==> src/rtl/rgb_panel_pkg.sv <==
// Shared types for the RGB panel frame path.
// Holds the loader FSM encoding and the pixel width.
package rgb_panel;

  typedef enum logic [1:0] {
    ST_IDLE = 2'd0,
    ST_WAIT = 2'd1,
    ST_CMD  = 2'd2,
    ST_DATA = 2'd3
  } ldr_state_e;

  localparam int PIX_W = 16;

endpackage

==> src/rtl/pixel_packer.sv <==
// Pairs flash bytes into RGB565 pixels.
// The first byte of a pair is the high half; the strobe fires on the second.
module pixel_packer
  import rgb_panel::*;
(
  input  logic             clk,
  input  logic             rst,
  input  logic             clr_i,
  input  logic [7:0]       byte_i,
  input  logic             valid_i,
  output logic [PIX_W-1:0] pix_o,
  output logic             stb_o
);

  logic       phase_q;
  logic [7:0] hi_q;

  always_ff @(posedge clk or posedge rst) begin
    if (rst) begin
      phase_q <= 1'b0;
      hi_q    <= 8'h00;
    end else if (clr_i) begin
      phase_q <= 1'b0;
    end else if (valid_i) begin
      if (!phase_q) hi_q <= byte_i;
      phase_q <= ~phase_q;
    end
  end

  assign stb_o = valid_i & phase_q & ~clr_i;
  assign pix_o = {hi_q, byte_i};

endmodule

==> src/rtl/flash_frame_loader.sv <==
// Streams one frame, row by row, from SPI flash into a framebuffer.
// Each row is a separate flash read command.
module flash_frame_loader
  import rgb_panel::*;
#(
  parameter logic [23:0] BASE_ADDR = 24'h040000,
  parameter int          N_COLS    = 64,
  parameter int          N_ROWS    = 32,
  localparam int         FB_W      = $clog2(N_COLS * N_ROWS)
) (
  input  logic            clk,
  input  logic            rst,
  input  logic            load,
  input  logic [7:0]      frame_sel,
  output logic            busy,
  output logic            done,
  output logic [23:0]     fl_addr,
  output logic [15:0]     fl_len,
  output logic            fl_go,
  input  logic            fl_rdy,
  input  logic [7:0]      fl_data,
  input  logic            fl_valid,
  output logic [FB_W-1:0] fb_addr,
  output logic [15:0]     fb_data,
  output logic            fb_we
);

  localparam int COL_W  = $clog2(N_COLS);
  localparam int ROW_W  = $clog2(N_ROWS);
  localparam int ROW_SH = $clog2(N_COLS * 2);
  localparam int FRM_SH = $clog2(N_COLS * N_ROWS * 2);
  localparam logic [15:0] ROW_LEN = 16'(N_COLS * 2);

  ldr_state_e       state_q, state_d;
  logic [7:0]       frame_q;
  logic [ROW_W-1:0] row_q;
  logic [COL_W-1:0] col_q;
  logic [23:0]      fl_addr_q, fl_len_q_ext;
  logic [15:0]      fl_len_q;
  logic [FB_W-1:0]  fb_addr_q;
  logic [15:0]      fb_data_q;
  logic             fb_we_q, done_q;

  logic             accept, in_data, stb;
  logic             col_end, last_row;
  logic [PIX_W-1:0] pix;
  logic [23:0]      cmd_addr;

  assign accept   = (state_q == ST_IDLE) & load;
  assign in_data  = (state_q == ST_DATA);
  assign last_row = (row_q == ROW_W'(N_ROWS - 1));
  assign col_end  = stb & (col_q == COL_W'(N_COLS - 1));

  // Shifts are exact because both frame and row sizes are powers of two.
  assign cmd_addr = BASE_ADDR
                  + (24'(frame_q) << FRM_SH)
                  + (24'(row_q) << ROW_SH);

  pixel_packer u_pack (
    .clk     (clk),
    .rst     (rst),
    .clr_i   (accept),
    .byte_i  (fl_data),
    .valid_i (fl_valid & in_data),
    .pix_o   (pix),
    .stb_o   (stb)
  );

  always_ff @(posedge clk or posedge rst) begin
    if (rst) state_q <= ST_IDLE;
    else     state_q <= state_d;
  end

  always_comb begin
    state_d = state_q;
    unique case (state_q)
      ST_IDLE: if (load)   state_d = ST_WAIT;
      ST_WAIT: if (fl_rdy) state_d = ST_CMD;
      ST_CMD:              state_d = ST_DATA;
      ST_DATA: if (col_end) state_d = last_row ? ST_IDLE : ST_WAIT;
      default:             state_d = ST_IDLE;
    endcase
  end

  always_ff @(posedge clk or posedge rst) begin
    if (rst) begin
      frame_q   <= 8'h00;
      row_q     <= '0;
      col_q     <= '0;
      fl_addr_q <= 24'h0;
      fl_len_q  <= 16'h0;
      fb_addr_q <= '0;
      fb_data_q <= 16'h0;
      fb_we_q   <= 1'b0;
      done_q    <= 1'b0;
    end else begin
      fb_we_q <= stb;
      done_q  <= col_end & last_row;
      if (accept) begin
        frame_q <= frame_sel;
        row_q   <= '0;
        col_q   <= '0;
      end
      if ((state_q == ST_WAIT) && fl_rdy) begin
        fl_addr_q <= cmd_addr;
        fl_len_q  <= ROW_LEN;
      end
      if (stb) begin
        fb_data_q <= pix;
        fb_addr_q <= {row_q, col_q};
        col_q     <= col_end ? '0 : col_q + COL_W'(1);
        if (col_end && !last_row) row_q <= row_q + ROW_W'(1);
      end
    end
  end

  assign fl_len_q_ext = {8'h00, fl_len_q};

  assign busy    = (state_q != ST_IDLE);
  assign fl_go   = (state_q == ST_CMD);
  assign done    = done_q;
  assign fl_addr = fl_addr_q;
  assign fl_len  = fl_len_q_ext[15:0];
  assign fb_addr = fb_addr_q;
  assign fb_data = fb_data_q;
  assign fb_we   = fb_we_q;

endmodule

==> config.mk <==
export PLATFORM = sky130hd
export DESIGN_NAME = flash_frame_loader
export DESIGN_NICKNAME = d
export VERILOG_FILES = /design/src/rtl/rgb_panel_pkg.sv /design/src/rtl/pixel_packer.sv /design/src/rtl/flash_frame_loader.sv
export SDC_FILE = /design/constraint.sdc
export NUM_CORES = 1
export LEC_CHECK = 0
export CORE_ASPECT_RATIO = 1.5
export CORE_MARGIN = 4
export CORE_UTILIZATION = 48
export DETAILED_ROUTE_END_ITERATION = 6
export PLACE_DENSITY = 0.8
export SYNTH_ARGS = -nofsm -noshare
export SYNTH_HDL_FRONTEND = slang
export SYNTH_SLANG_ARGS = --single-unit
==> constraint.sdc <==
create_clock -name clk -period 2.8 [get_ports clk]
set_input_delay 0.56 -clock clk [delete_from_list [all_inputs] [get_ports clk]]
set_output_delay 0.56 -clock clk [all_outputs]
set_load 0.005 [all_outputs]
==> flow_metrics.env, run 1 <==
export IMPL_root_buffer="clkbuf_8"
export IMPL_routedWlPerCell_um=13.63
export IMPL_rows=36
export IMPL_worstPathArrival_ns=1.72
export IMPL_synth_area_leader_cell="dfrtp_1"
export IMPL_final_nets=420
export IMPL_clock_skew_ns=0.008922
export IMPL_grt_pass1_vias=2353
export IMPL_status="finished, final reports clean"
export IMPL_dr_wl_met3_um=413
export IMPL_ant_nets=0
export IMPL_hold_buffers=0
export IMPL_highest_layer="met4"
export IMPL_clk_insertion_delay_late_ns=0.34
export IMPL_gp_congestion=0.8030
export IMPL_worstMarginPinSlew_ns=0.6508
export IMPL_worst_setup_path_type="reg2out"
export IMPL_die_y_um=109.5
export IMPL_ios=92
export IMPL_crit_path_top_delay_cell="clkdlybuf4s50_1"
export IMPL_min_path_type="in2async"
export IMPL_dieArea_mm2=0.008283
export IMPL_cp_startpoint="state_q[0]"
export IMPL_path_clk_slew_ns=0.07
export IMPL_max_slew_margin_rel_pct=56.51
export IMPL_die_w_um=75.66
export IMPL_synth_area_mm2=0.003296
export IMPL_cpMostUsedCell="inv_1"
export IMPL_cp_required_ns=2.24
export IMPL_hpwl_mm=4.692
export IMPL_syn_area_per_cell_um2=10.30
export IMPL_cts_max_level=3
export IMPL_r2r_start="state_q[0]"
export IMPL_layout_drive_gt1_share_pct=11.65
export IMPL_synth_top_cell_area_share_pct=56.19
export IMPL_overflow=0
export IMPL_p_leak_nw=2.095
export IMPL_core_area_mm2=0.006576
export IMPL_end_kind="output pin"
export IMPL_first_iter_violations=103
export IMPL_syn2layout_area_growth_pct=26.12
export IMPL_fin_crit_sh_pct=81.39
export IMPL_regArea_mm2=0.001852
export IMPL_fin_crit_ns=2.279
export IMPL_ys_ff_latch=74
export IMPL_cts_tree="done"
export IMPL_antenna_found_initial=0
export IMPL_p_per_area_mw_per_mm2=875.1
export IMPL_via_per_inst=4.945
export IMPL_path_cells="inv_1 > ha_1 > inv_1 > clkdlybuf4s50_1"
export IMPL_rsz0062_at_grt="false"
export IMPL_num_vias=2329
export IMPL_finalMaxSlewViolations=0
export IMPL_wl_mm=6.418
export IMPL_path_max_fanout=5
export IMPL_synth_area_leaders="dfrtp_1 (56%), nand2_1 (14%), buf_4 (6.2%)"
export IMPL_drtPass1Iterations=4
export IMPL_wl_met1_mm=2.704
export IMPL_maxCapViolations=0
export IMPL_hold_viol=0
export IMPL_final_cells=471
export IMPL_place_inst=455
export IMPL_tns_ns=0
export IMPL_cp_start_kind="register"
export IMPL_port_buffers=66
export IMPL_grt_total_usage_pct=16.62
export IMPL_grt_max_degree=33
export IMPL_setup_violations=0
export IMPL_fillCellCount=522
export IMPL_start_util_pct=50.11
export IMPL_ir_worst_vdd_uv=629.8
export IMPL_postCtsResizedCells=0
export IMPL_wl_met2_mm=3.146
export IMPL_max_freq_mhz=438.8
export IMPL_syn_inst=320
export IMPL_clock_sinks=74
export IMPL_ys_seq_area_share_pct=56.19
export IMPL_drc=0
export IMPL_cp_slowest_stage_delay_ns=0.49
export IMPL_cts_max_path_buffers=2
export IMPL_multiInputGateArea_mm2=0.001254
export IMPL_post_cts_buffers=0
export IMPL_cts_buffers=9
export IMPL_ys_warn_count=0
export IMPL_grt_pass1_wl_mm=10.51
export IMPL_insertedDiodeCount=0
export IMPL_yosysUniqueCellTypes=33
[synthesized netlist by cell type, drive strengths merged]
library cell	n
nand2	120
dfrtp	74
buf	31
mux2	22
ha	9
nor2	9
inv	7
a21oi	5
clkbuf	5
and3	3
mux2i	3
nand3	3
nor3	3
nor4	3
or3	3
xnor2	3
xor2	3
nand4	2
nor2b	2
o21ai	2
a311oi	1
and2	1
conb	1
nand2b	1
nand3b	1
nand4b	1
o21a	1
o22ai	1
[cell usage in the layout (no fill, tap or decap), drive strengths merged, types with 2 or more instances in the layout]
master / n
conb: 25
mux2i: 3
nor2: 9
bufinv: 2
buf: 5
a21oi: 5
xnor2: 3
nor4: 3
clkbuf: 11
o21ai: 2
clkdlybuf4s50: 66
nor3: 3
mux2: 22
and3: 3
nand2: 120
nand4: 2
nor2b: 2
xor2: 3
clkinv: 2
inv: 7
dfrtp: 74
ha: 9
or3: 3
nand3: 3
[kinds of logic (layout without fill, tap and decap cells)]
family | Yosys count | count (layout) | synth area share (%)
buffers and inverters | 43 | 94 | 8.504
other | 1 | 25 | 0.1138
flip-flops | 74 | 74 | 56.19
multiplexers | 25 | 25 | 9.340
AND/OR/NAND/NOR | 152 | 152 | 19.10
AO/OA/AOI/OAI | 10 | 10 | 1.747
XOR/XNOR | 6 | 6 | 1.595
adder cells (fa/ha/maj) | 9 | 9 | 3.417
[report_power, final]
group / switching, mW / internal (mW)
combinational: 0.477 / 0.669
sequential: 0.201 / 1.39
clock: 0.378 / 0.523
total: 1.06 / 2.58
[layer usage]
layer,track usage (%),up-vias
li1,-,1112
met1,20.54,1117
met2,26.82,87
met3,4.117,13
met4,7.875,0
met5,0,-
[worst max-delay path: cells and delay by family (launching register included)]
kind / cells / cell delay (ns)
adders and majority gates: 1 / 0.27
DFF: 1 / 0.42
buffers and inverters: 3 / 0.68
[path summary, 6_finish.rpt]
path | endpoint | slack [ns] | depth (start not counted)
max in group asynchronous | frame_q[1] | 1.85 | 3
worst max register to register | u_pack.hi_q[1] | 0.68 | 5
min in group clk | frame_q[3] | 0.47 | 2
worst min register to register | frame_q[3] | 0.47 | 2
worst min-delay path | fb_data[15] | 0.45 | 2
worst max-delay path | busy | 0.52 | 4
[sequential cells by signal, indices dropped and copies added (netlist names), 2 cells and up]
name         flops
col_q            6
fl_addr         14
row_q            5
frame_q          8
u_pack.hi_q      8
state_q          2
fb_data         16
fb_addr         11
[stage by stage]
step	power (mW)	utilization, %	cell area (um2)	setup WS, ns	hold WS (ns)
detailed placement	2.761	59.87	3938	0.4288	0.4586
floorplan	2.238	-	3386	0.3584	0.4388
global route	3.871	63.20	4156	0.4089	0.4592
finish	3.637	63.20	4156	0.5212	0.4469
global placement	2.698	59.87	3938	0.5349	0.4538
CTS	3.673	63.20	4156	0.5158	0.4364
[cell type report]
type                    count  area share (%)
flip-flops and latches     74           44.55
multi-input cells         227           30.16
repair buffers             71           17.10
clock buffers              11           3.402
well taps                  76           2.288
clock inverters             5           1.866
inverters                   7          0.6321
Note: power is estimated with default switching activity, not from simulation.
==> inputs of run 2 (changes only) <==
--- a/config.mk
+++ b/config.mk
@@ -7,9 +7,9 @@
 export LEC_CHECK = 0
 export CORE_ASPECT_RATIO = 1.5
 export CORE_MARGIN = 4
-export CORE_UTILIZATION = 48
+export CORE_UTILIZATION = 43
 export DETAILED_ROUTE_END_ITERATION = 6
-export PLACE_DENSITY = 0.8
+export PLACE_DENSITY = 0.76
 export SYNTH_ARGS = -nofsm -noshare
 export SYNTH_HDL_FRONTEND = slang
 export SYNTH_SLANG_ARGS = --single-unit
==> constraint.sdc (replaced) <==
create_clock -name clk -period 1.87 [get_ports clk]
set_input_delay 0.374 -clock clk [delete_from_list [all_inputs] [get_ports clk]]
set_output_delay 0.374 -clock clk [all_outputs]
set_load 0.005 [all_outputs]
==> flow_metrics.env, run 2 (same netlist as run 1, synthesis figures left out) <==
export IMPL_port_buffers=66
export IMPL_cts_tree="done"
export IMPL_regArea_mm2=0.001852
export IMPL_largest_reg_flops=16
export IMPL_tns_ns=0
export IMPL_cts_max_path_buffers=2
export IMPL_cts_max_level=3
export IMPL_ant_nets=0
export IMPL_grt_max_degree=38
export IMPL_num_vias=2361
export IMPL_fin_crit_sh_pct=95.26
export IMPL_via_per_inst=4.639
export IMPL_reg2reg_depth=7
export IMPL_grt_total_usage_pct=15.78
export IMPL_routedWlPerCell_um=13.48
export IMPL_die_y_um=115.2
export IMPL_rows=38
export IMPL_p_per_area_mw_per_mm2=1304
export IMPL_overflow=0
export IMPL_setup_violations=0
export IMPL_multiInputGateArea_mm2=0.001274
export IMPL_dieArea_mm2=0.009158
export IMPL_clock_skew_ns=0.007956
export IMPL_cts_buffers=9
export IMPL_fillCellCount=641
export IMPL_finalMaxSlewViolations=0
export IMPL_cp_required_ns=2.09
export IMPL_layout_drive_gt1_share_pct=16.38
export IMPL_hpwl_mm=4.884
export IMPL_die_w_um=79.48
export IMPL_first_iter_violations=149
export IMPL_wl_mm=6.860
export IMPL_fin_area_mm2=0.004367
export IMPL_path_clk_slew_ns=0.08
export IMPL_worst_setup_path_type="reg2reg"
export IMPL_reg2reg_slack_ns=0.09
export IMPL_ios=92
export IMPL_final_nets=435
export IMPL_min_path_type="in2async"
export IMPL_r2r_start="row_q[0]"
export IMPL_placed_area_mm2=0.004094
export IMPL_antenna_found_initial=0
export IMPL_p_leak_nw=2.176
export IMPL_worstPathArrival_ns=2.00
export IMPL_clock_sinks=74
export IMPL_grt_pass1_vias=2349
export IMPL_start_util_pct=44.72
export IMPL_gp_congestion=0.7495
export IMPL_ir_worst_vdd_uv=973.7
export IMPL_core_area_mm2=0.007370
export IMPL_drc=0
export IMPL_fin_crit_ns=1.781
export IMPL_hold_viol=0
export IMPL_root_buffer="clkbuf_8"
export IMPL_end_kind="register"
export IMPL_final_common_cell="nand2_1"
export IMPL_grt_pass1_wl_mm=11.26
export IMPL_status="finished, final reports clean"
export IMPL_max_freq_mhz=561.4
export IMPL_cp_start_kind="register"
export IMPL_clk_insertion_delay_late_ns=0.34
export IMPL_maxCapViolations=0
export IMPL_path_max_fanout=6
export IMPL_syn2layout_area_growth_pct=32.50
export IMPL_drtPass1Iterations=4
export IMPL_insertedDiodeCount=0
export IMPL_rsz0062_at_grt="false"
export IMPL_worst_r2r_endpoint="row_q[3]"
export IMPL_final_cell_mix="nand2_1 (119), dfrtp_1 (74), clkdlybuf4s50_1 (64)"
run 2: timing repair:
item	CTS	global route
resized for setup	3	5
setup buffers	2	0
endpoints found under the hold margin	0	0
setup endpoints to repair	2	11
pin swaps	0	2
hold buffers	0	0
cloned	0	0
run 2: critical path, stage by stage, from the launching register on:
cell and delay (ns):
dfrtp_1 0.40, ha_2 0.21, and3_1 0.18, ha_2 0.20, nand4b_1 0.19, nor4_2 0.27
xnor2_1 0.16, nor2_1 0.06
run 2: power by group:
group,total (mW),switching [mW],internal [mW]
sequential,2.35,0.267,2.08
clock,1.48,0.566,0.913
combinational,1.87,0.770,1.10
run 2: area by class of cell:
type | count | area share (%)
clock buffer | 10 | 3.152
clock inverter | 5 | 2.350
inverter | 7 | 0.6877
multi-input combinational | 227 | 29.17
sequential | 74 | 42.41
tap | 100 | 2.865
timing repair buffer | 86 | 19.37
run 2: worst max-delay path by stage:
| stage | startpoint | endpoint | slack, ns | depth (start not counted) |
|---|---|---|---|---|
| detailed placement | fl_valid | u_pack.hi_q[4] | -0.04 | 5 |
| global route | row_q[0] | row_q[3] | 0.0008 | 7 |
| global placement | fl_valid | u_pack.hi_q[3] | -0.03 | 5 |
| floorplan | state_q[0] | u_pack.hi_q[0] | 0.002 | 7 |
| CTS | row_q[0] | row_q[3] | 0.04 | 7 |
| finish | row_q[0] | row_q[3] | 0.09 | 7 |
run 2: stage by stage:
step | std cells | utilization (%) | setup WS [ns] | hold slack (ns) | power, mW
finish | 509 | 59.25 | 0.08865 | 0.3920 | 5.693
global route | 509 | 59.25 | 0.0008304 | 0.4188 | 6.077
CTS | 509 | 59.02 | 0.04400 | 0.3947 | 5.744
detailed placement | 492 | 55.55 | -0.03638 | 0.4510 | 4.230
global placement | 492 | 55.55 | -0.03026 | 0.4516 | 4.156
floorplan | 344 | - | 0.001651 | 0.4388 | 3.351
run 2: routing by layer:
metal | track usage, % | routed length, um
met5 | 0 | 0
met1 | 19.47 | 2838
met3 | 4.702 | 419
met2 | 25.99 | 3510
met4 | 5.963 | 92
==> inputs of run 3 (changes only) <==
==> constraint.sdc (replaced) <==
create_clock -name clk -period 1.5 [get_ports clk]
set_input_delay 0.3 -clock clk [delete_from_list [all_inputs] [get_ports clk]]
set_output_delay 0.3 -clock clk [all_outputs]
set_load 0.005 [all_outputs]
==> flow_metrics.env, run 3 (same netlist as run 1, synthesis figures left out) <==
export IMPL_status="finished, violations left"
export IMPL_violations="setup timing"
export IMPL_first_iter_violations=150
export IMPL_p_per_area_mw_per_mm2=1577
export IMPL_crit_path_top_delay_cell="dfrtp_1"
export IMPL_fillCellCount=478
export IMPL_reg2reg_depth=7
export IMPL_grt_pass1_vias=2861
export IMPL_clock_skew_ns=0.009338
export IMPL_final_nets=487
export IMPL_overflow=0
export IMPL_cts_tree="done"
export IMPL_fin_crit_ns=1.732
export IMPL_layout_drive_gt1_share_pct=42.08
export IMPL_ios=92
export IMPL_insertedDiodeCount=0
export IMPL_finalPower_mw=8.458
export IMPL_largest_reg_flops=16
export IMPL_start_util_pct=44.72
export IMPL_p_leak_nw=2.823
export IMPL_ant_nets=0
export IMPL_rsz0062_at_grt="true"
export IMPL_max_freq_mhz=577.2
export IMPL_grt_max_degree=75
export IMPL_clk_insertion_delay_late_ns=0.36
export IMPL_layout_setup_ws_ns=-0.2324
export IMPL_fin_area_mm2=0.005364
export IMPL_root_buffer="clkbuf_8"
export IMPL_hpwl_mm=5.081
export IMPL_routedWlPerCell_um=18.16
export IMPL_die_w_um=79.48
export IMPL_cts_buffers=9
export IMPL_core_area_mm2=0.007370
export IMPL_antenna_found_initial=0
export IMPL_cp_required_ns=1.75
export IMPL_path_max_fanout=2
export IMPL_rows=38
export IMPL_final_cells=561
export IMPL_worst_setup_path_type="reg2reg"
export IMPL_hold_buffers=0
export IMPL_finalMaxSlewViolations=0
export IMPL_cts_max_level=3
export IMPL_drtPass1Iterations=4
export IMPL_clock_sinks=74
export IMPL_gp_congestion=0.7913
export IMPL_cp_start_kind="register"
export IMPL_reg2reg_slack_ns=-0.23
export IMPL_cp_slowest_stage_delay_ns=0.40
export IMPL_place_inst=513
export IMPL_path_cells="ha_2 > and3_4 > ha_4 > nand4b_1 > nor4_2 > xnor2_1 > nor2_1"
export IMPL_port_buffers=66
export IMPL_cts_max_path_buffers=2
export IMPL_final_common_cell="dfrtp_1"
export IMPL_hold_ws_ns=0.3934
export IMPL_hold_viol=0
export IMPL_syn2layout_area_growth_pct=62.76
export IMPL_drc=0
export IMPL_die_y_um=115.2
export IMPL_fin_crit_sh_pct=115.5
export IMPL_worstPathArrival_ns=1.98
export IMPL_end_kind="register"
export IMPL_dieArea_mm2=0.009158
export IMPL_ir_worst_vdd_uv=1125
export IMPL_setup_violations=62
export IMPL_final_cell_mix="dfrtp_1 (74), nand2_1 (64), buf_4 (46)"
export IMPL_place_ws_ns=-0.3584
export IMPL_placed_area_mm2=0.004329
export IMPL_grt_total_usage_pct=20.93
export IMPL_min_path_type="in2async"
export IMPL_grt_pass1_wl_mm=14.22
export IMPL_via_per_inst=4.911
export IMPL_wl_mm=10.19
export IMPL_path_clk_slew_ns=0.08
export IMPL_maxCapViolations=0
export IMPL_num_vias=2755
==> run 3: path summary, 6_finish.rpt <==
path / from / end
worst max-delay path: row_q[0] / row_q[3]
worst min-delay path: rst / fb_data[11]
worst max register to register: row_q[0] / row_q[3]
worst min register to register: fb_data[15] / fb_data[15]
max in group asynchronous: rst / fb_addr[4]
min in group clk: frame_sel[2] / frame_q[2]
==> run 3: metal layers <==
layer / routed length, um / track usage [%] / vias up
met5: 0 / 0 / -
met4: 307 / 8.257 / 0
met3: 547 / 7.053 / 25
met1: 3613 / 21.33 / 1372
met2: 5721 / 38.65 / 106
li1: - / - / 1252
==> run 3: final cells by class <==
class	count	area, um2	area share (%)
Inverter	7	42.54	0.7931
Timing Repair Buffer	138	1400	26.10
Clock buffer	10	137.6	2.566
Sequential cell	74	1852	34.52
Clock inverter	5	55.05	1.026
Tap cell	100	125.1	2.333
Multi-Input combinational cell	227	1752	32.66
==> run 3: metrics by stage <==
stage	util, %	setup TNS, ns
after floorplan	-	-3.962
after global placement	58.74	-9.635
after detailed placement	58.74	-10.76
after CTS	70.44	-3.986
after global routing	72.78	-9.533
final	72.78	-5.608
==> run 3: repair_timing <==
item                                    CTS  global route
endpoints found under the setup margin  106            65
resized for setup                       143            57
buffers inserted                         27             2
pin swaps                                57            17
gates cloned                              7             0
==> run 3: critical path, delay by kind of cell (launching register included) <==
family / cells / cell delay (ns)
DFF: 1 / 0.40
xor gates and xnor gates: 1 / 0.17
and+or+nand+nor: 4 / 0.71
adders and majority gates: 2 / 0.35
==> run 3: power breakdown <==
group,switching [mW],total (mW),internal [mW]
clock,0.747,1.54,0.798
combinational,1.68,3.92,2.24
sequential,0.400,2.99,2.59
total,2.83,8.46,5.63
==> patch 1 (config.mk and constraints of run 2) <==
Re-encode `ldr_state_e` (4 states) as one-hot, 4 bits wide.
--- a/src/rtl/rgb_panel_pkg.sv
+++ b/src/rtl/rgb_panel_pkg.sv
@@ -3,9 +3,9 @@
 package rgb_panel;
 
-  typedef enum logic [1:0] {
-    ST_IDLE = 2'd0,
-    ST_WAIT = 2'd1,
-    ST_CMD  = 2'd2,
-    ST_DATA = 2'd3
+  typedef enum logic [3:0] {
+    ST_IDLE = 4'b0001,
+    ST_WAIT = 4'b0010,
+    ST_CMD  = 4'b0100,
+    ST_DATA = 4'b1000
   } ldr_state_e;
 
Behaviour: same outputs for any inputs over 10 cycles, from zero or initial values and one cycle with rst high; not proved beyond that.
==> patch 1 against run 2 <==
The flow now finishes with violations (setup timing); cell count is 0.98% lower; die area fell by 0.69%; worst hold slack improved by 59 ps; routed wire length is 0.86% lower; sequential cell count is 2 higher; final area increased by 1.6%; non-clock buffer count grew 9; combinational power is 35% lower; setup slack worse by 150 ps; area after synthesis shrank 0.76%; sequential share of layout area rose by 0.56 points; power shrank 17%; global-route usage decreased by 0.14 points; critical path type unchanged; critical endpoint is now row_q[2]; largest cell class unchanged; largest power group unchanged.
==> patch 1: results (changes against run 2) <==
{| class="wikitable"
! Metric !! Value
|-
| Routed wire length || 6800 µm (was 6860 µm)
|-
| Largest stage delay on the critical path || 530 ps (was 400 ps)
|-
| Maximum fanout along the worst path || 4 (was 6)
|-
| Syn Inst Count || 303 (was 320)
|-
| Arrival time at the worst endpoint || 2170 ps (was 2000 ps)
|-
| All-Layer GR Usage || 15.6% (was 15.8%)
|-
| Failing checks || setup timing
|-
| Routed len/inst || 13.5 µm (about the same)
|-
| Number of distinct standard cells referenced by the synthesized netlist || 39 (was 33)
|-
| Worst voltage drop across the vdd grid || 0.000811 V (was 0.000974 V)
|-
| Final worst setup slack || -63.2 ps (was 88.6 ps)
|-
| Number of placed cells counting well taps || 475 (was 492)
|-
| Sequential area share after synthesis || 58.2% (was 56.2%)
|-
| Total via count in the routed design || 2397 (was 2361)
|-
| Worst clock skew on the final layout || 7.32 ps (was 7.96 ps)
|-
| Master of the slowest instance on the critical path || sky130_fd_sc_hd__or4b_4 (was sky130_fd_sc_hd__dfrtp_1)
|-
| Placer's final routability congestion estimate || 0.792 (was 0.750)
|-
| Run status || finished with violations (was finished, final reports clean)
|-
| Number of nets in the final layout || 424 (was 435)
|-
| Most numerous cell types in the synthesized netlist || sky130_fd_sc_hd__nand2_1 (97), sky130_fd_sc_hd__dfrtp_1 (75), sky130_fd_sc_hd__mux2_2 (29), sky130_fd_sc_hd__buf_4 (25), sky130_fd_sc_hd__o21ai_0 (13) (was sky130_fd_sc_hd__nand2_1 (119), sky130_fd_sc_hd__dfrtp_1 (74), sky130_fd_sc_hd__buf_4 (27), sky130_fd_sc_hd__mux2_2 (14))
|-
| Worst slack after detailed placement || -31.6 ps (was -36.4 ps)
|-
| Largest cells by area after synthesis || sky130_fd_sc_hd__dfrtp_1 (57%), sky130_fd_sc_hd__nand2_1 (11%), sky130_fd_sc_hd__mux2_2 (10%) (was sky130_fd_sc_hd__dfrtp_1 (56%), sky130_fd_sc_hd__nand2_1 (14%), sky130_fd_sc_hd__buf_4 (6.2%))
|-
| Count of final setup violators || 3 (was 0)
|-
| DRT iter0 DRCs || 74 (was 149)
|-
| Wire length of the first global-routing pass || 11100 µm (was 11300 µm)
|-
| Final HPWL DP || 4610 µm (was 4880 µm)
|}
==> patch 1: metrics by stage <==
step | setup TNS (ps) | hold WS, ps | cell area (µm²) | utilization, %
final | -107 | 451 | 4440 | 60.6
after floorplan | -53.5 | 433 | 3370 | -
after detailed placement | -38.4 | 443 | 4080 | 55.7
after global routing | -484 | 492 | 4440 | 60.6
after global placement | 0 | 440 | 4080 | 55.7
after CTS | -211 | 470 | 4410 | 60.2
==> patch 1: layer usage <==
metal  global-route usage, %  wire [µm]  vias up
met5                       0          0        -
met4                    6.77        138        0
met3                    5.17        459       13
met2                    26.4       3480       80
met1                    18.1       2720     1165
li1                        -          -     1139
==> patch 1: worst reg2reg max path, delay by kind of cell (launching register included) <==
kind                   cells  cell delay [ps]
and+or+nand+nor            2              830
DFF                        1              440
buffers and inverters      2              310
muxes                      1              180
AOI/OAI and AO/OA          1               70
==> patch 1: logic make-up (layout without fill, tap and decap cells) <==
family	Yosys count	count (layout)	share of synthesized area, %
AOI/OAI and AO/OA	24	24	4.40
xor gates and xnor gates	1	1	0.268
adders and majority gates	4	4	1.53
buffers and inverters	42	119	7.73
DFF	76	76	58.2
muxes	31	31	10.6
other	1	25	0.115
and+or+nand+nor	124	124	17.2
==> patch 1: layout make-up <==
class                           count  area [µm²]
Tap cell                          100         125
Inverter                            8        33.8
Clock buffer                       11         141
Timing Repair Buffer               95         901
Sequential cell                    76        1910
Fill cell                         625        2880
Multi-Input combinational cell    209        1250
Clock inverter                      5        75.1
==> patch 1: path summary, 6_finish.rpt <==
check	startpoint	end	slack, ps	depth (start not counted)
max reg2reg	state_q[1]	row_q[2]	-60	6
min in group clk	u_pack.hi_q[0]	fb_data[8]	470	2
min reg2reg	u_pack.hi_q[0]	fb_data[8]	470	2
max	state_q[1]	row_q[2]	-60	6
min	rst	state_q[2]	450	3
max in group asynchronous	rst	state_q[3]	1060	3
==> patch 1: repair_timing <==
item                                   4_1_cts  5_1_grt
buffers inserted                            11        2
gates resized for setup                     11       12
setup endpoints to repair                    4       19
endpoints found under the hold margin        0        0
pin swaps                                    2        3
gates cloned                                 0        0
==> patch 1: report_power, final <==
part	total, mW	internal (mW)	leakage, nW	switching (mW)
clock	1.34	0.781	0.113	0.557
sequential	2.15	1.97	1.01	0.182
combinational	1.22	0.753	1.05	0.463
total	4.71	3.50	2.17	1.20
==> patch 2 (flow settings as in run 2) <==
Made on the original files. The parameter `N_ROWS` goes from 32 to 64.
--- a/src/rtl/flash_frame_loader.sv
+++ b/src/rtl/flash_frame_loader.sv
@@ -6,5 +6,5 @@
   parameter logic [23:0] BASE_ADDR = 24'h040000,
   parameter int          N_COLS    = 64,
-  parameter int          N_ROWS    = 32,
+  parameter int          N_ROWS    = 64,
   localparam int         FB_W      = $clog2(N_COLS * N_ROWS)
 ) (
Interface: changed (resized fb_addr); port bits go from 92 to 93. The function was not compared with the original's and may differ.
==> patch 2 against run 2 <==
Critical path depth unchanged; global-route usage up 0.56 points; critical endpoint is now fb_addr[1]; power up 13%; sequential cell count up 3; routed wire length up 0.67%; combinational power up 6%; utilization up 1.2 points; area after synthesis up 2.3%; setup slack worse by 2.2 ps; fmax down 0.12%; sequential share of layout area down 0.52 points; final area up 5.4%.
==> patch 2: results (changes against run 2) <==
{| class="wikitable"
! Metric !! Value
|-
| Number of nets in the final layout || 397 (was 435)
|-
| Hold Slack || 469 ps (was 392 ps)
|-
| Wire length of the first global-routing pass || 11500 µm (was 11300 µm)
|-
| Number of distinct standard cells referenced by the synthesized netlist || 40 (was 33)
|-
| Sequential area share after synthesis || 57.2% (was 56.2%)
|-
| Worst hold path class || flop to flop (was input port to asynchronous set/reset pin)
|-
| DRT iter0 DRCs || 74 (was 149)
|-
| Xor and xnor fraction of the mapped netlist area || 1.04% (was 1.59%)
|-
| Placer's final routability congestion estimate || 0.747 (was 0.750)
|-
| Buffers on Ports || 68 (was 66)
|-
| Final HPWL DP || 4890 µm (was 4880 µm)
|-
| Beginning of the worst register-to-register path || state_q[0] (was row_q[0])
|-
| Maximum clock frequency || 561 MHz (about the same)
|-
| Share of the synthesized area in compound gates (AO/OA/AOI/OAI) || 4.38% (was 1.75%)
|-
| Routed wire length || 6910 µm (was 6860 µm)
|-
| Number of placed cells counting well taps || 457 (was 492)
|-
| Worst slack after detailed placement || -52.2 ps (was -36.4 ps)
|-
| All-Layer GR Usage || 16.3% (was 15.8%)
|-
| Average vias per placed instance || 4.81 (was 4.64)
|-
| Worst voltage drop across the vdd grid || 0.00107 V (was 0.000974 V)
|-
| Largest cells by area after synthesis || sky130_fd_sc_hd__dfrtp_1 (57%), sky130_fd_sc_hd__mux2_2 (16%), sky130_fd_sc_hd__buf_4 (5.6%) (was sky130_fd_sc_hd__dfrtp_1 (56%), sky130_fd_sc_hd__nand2_1 (14%), sky130_fd_sc_hd__buf_4 (6.2%))
|-
| Worst-path clk slew || 60 ps (was 80 ps)
|-
| Vias in the first global route || 2443 (was 2349)
|-
| Reported leakage power || 2.15 nW (was 2.18 nW)
|-
| Share of layout cells above drive strength 1 || 25.2% (was 16.4%)
|-
| Worst clock skew on the final layout || 5.38 ps (was 7.96 ps)
|-
| Placed cell area || 4240 µm² (was 4090 µm²)
|-
| Maximum fanout along the worst path || 7 (was 6)
|-
| Pin count of the biggest net entering global routing || 78 (was 38)
|-
| Critical R2R Capture || fb_addr[1] (was row_q[3])
|-
| Average instance area after synthesis || 12.2 µm² (was 10.3 µm²)
|-
| HP Start || fl_len[7]
|-
| Master of the slowest instance on the critical path || sky130_fd_sc_hd__dfrtp_1 (unchanged)
|-
| Post-synthesis share of cell area spent on full adders, half adders and majority gates || 2.97% (was 3.42%)
|-
| Master cell of the clock root buffer || sky130_fd_sc_hd__clkbuf_16 (was sky130_fd_sc_hd__clkbuf_8)
|-
| Category of cells accounting for the largest share of critical-path delay || buffers and inverters (was simple AND/OR/NAND/NOR gates)
|-
| Run status || finished, final reports clean (unchanged)
|}
[patch 2: cell types whose count changed in the layout (fill, tap and decap cells not counted), moves of 3 or more]
cell	run 2	this run
sky130_fd_sc_hd__clkbuf_16	0	9
sky130_fd_sc_hd__clkbuf_8	10	1
sky130_fd_sc_hd__mux2_2	14	47
sky130_fd_sc_hd__mux2_4	8	0
sky130_fd_sc_hd__mux2i_1	3	0
sky130_fd_sc_hd__nand2_1	119	42
sky130_fd_sc_hd__o21ai_0	2	7
sky130_fd_sc_hd__or3_1	3	0
[patch 2: layout make-up]
| class | instances | area [µm²] | share of cell area (%) |
|---|---|---|---|
| inverter | 7 | 30.0 | 0.652 |
| tap | 102 | 128 | 2.77 |
| clock buffer | 10 | 239 | 5.19 |
| timing repair buffer | 89 | 873 | 19.0 |
| sequential | 77 | 1930 | 41.9 |
| clock inverter | 6 | 110 | 2.39 |
| multi-input combinational | 184 | 1290 | 28.1 |
[patch 2: how the worst max path moves through the flow]
| stage | end | cells past startpoint |
|---|---|---|
| global route | state_q[0] | 7 |
| finish | fb_addr[1] | 7 |
| CTS | fb_addr[1] | 7 |
| floorplan | u_pack.hi_q[0] | 6 |
| global placement | fb_data[0] | 6 |
| detailed placement | fb_data[7] | 6 |
[patch 2: power by group through the flow]
stage          clock, mW  sequential [mW]  combinational, mW
2_1_floorplan          0             2.47              0.990
3_3_place_gp           0             2.49               1.91
3_5_place_dp           0             2.51               1.95
4_1_cts             2.05             2.48               2.00
5_1_grt             2.13             2.55               2.20
6_report            2.00             2.47               1.98
[patch 2: per-layer routing]
layer / track usage, % / share of wire (%)
met3: 6.02 / 7.0
met5: 0 / 0
met4: 7.33 / 2.1
met2: 29.0 / 54
met1: 17.1 / 37
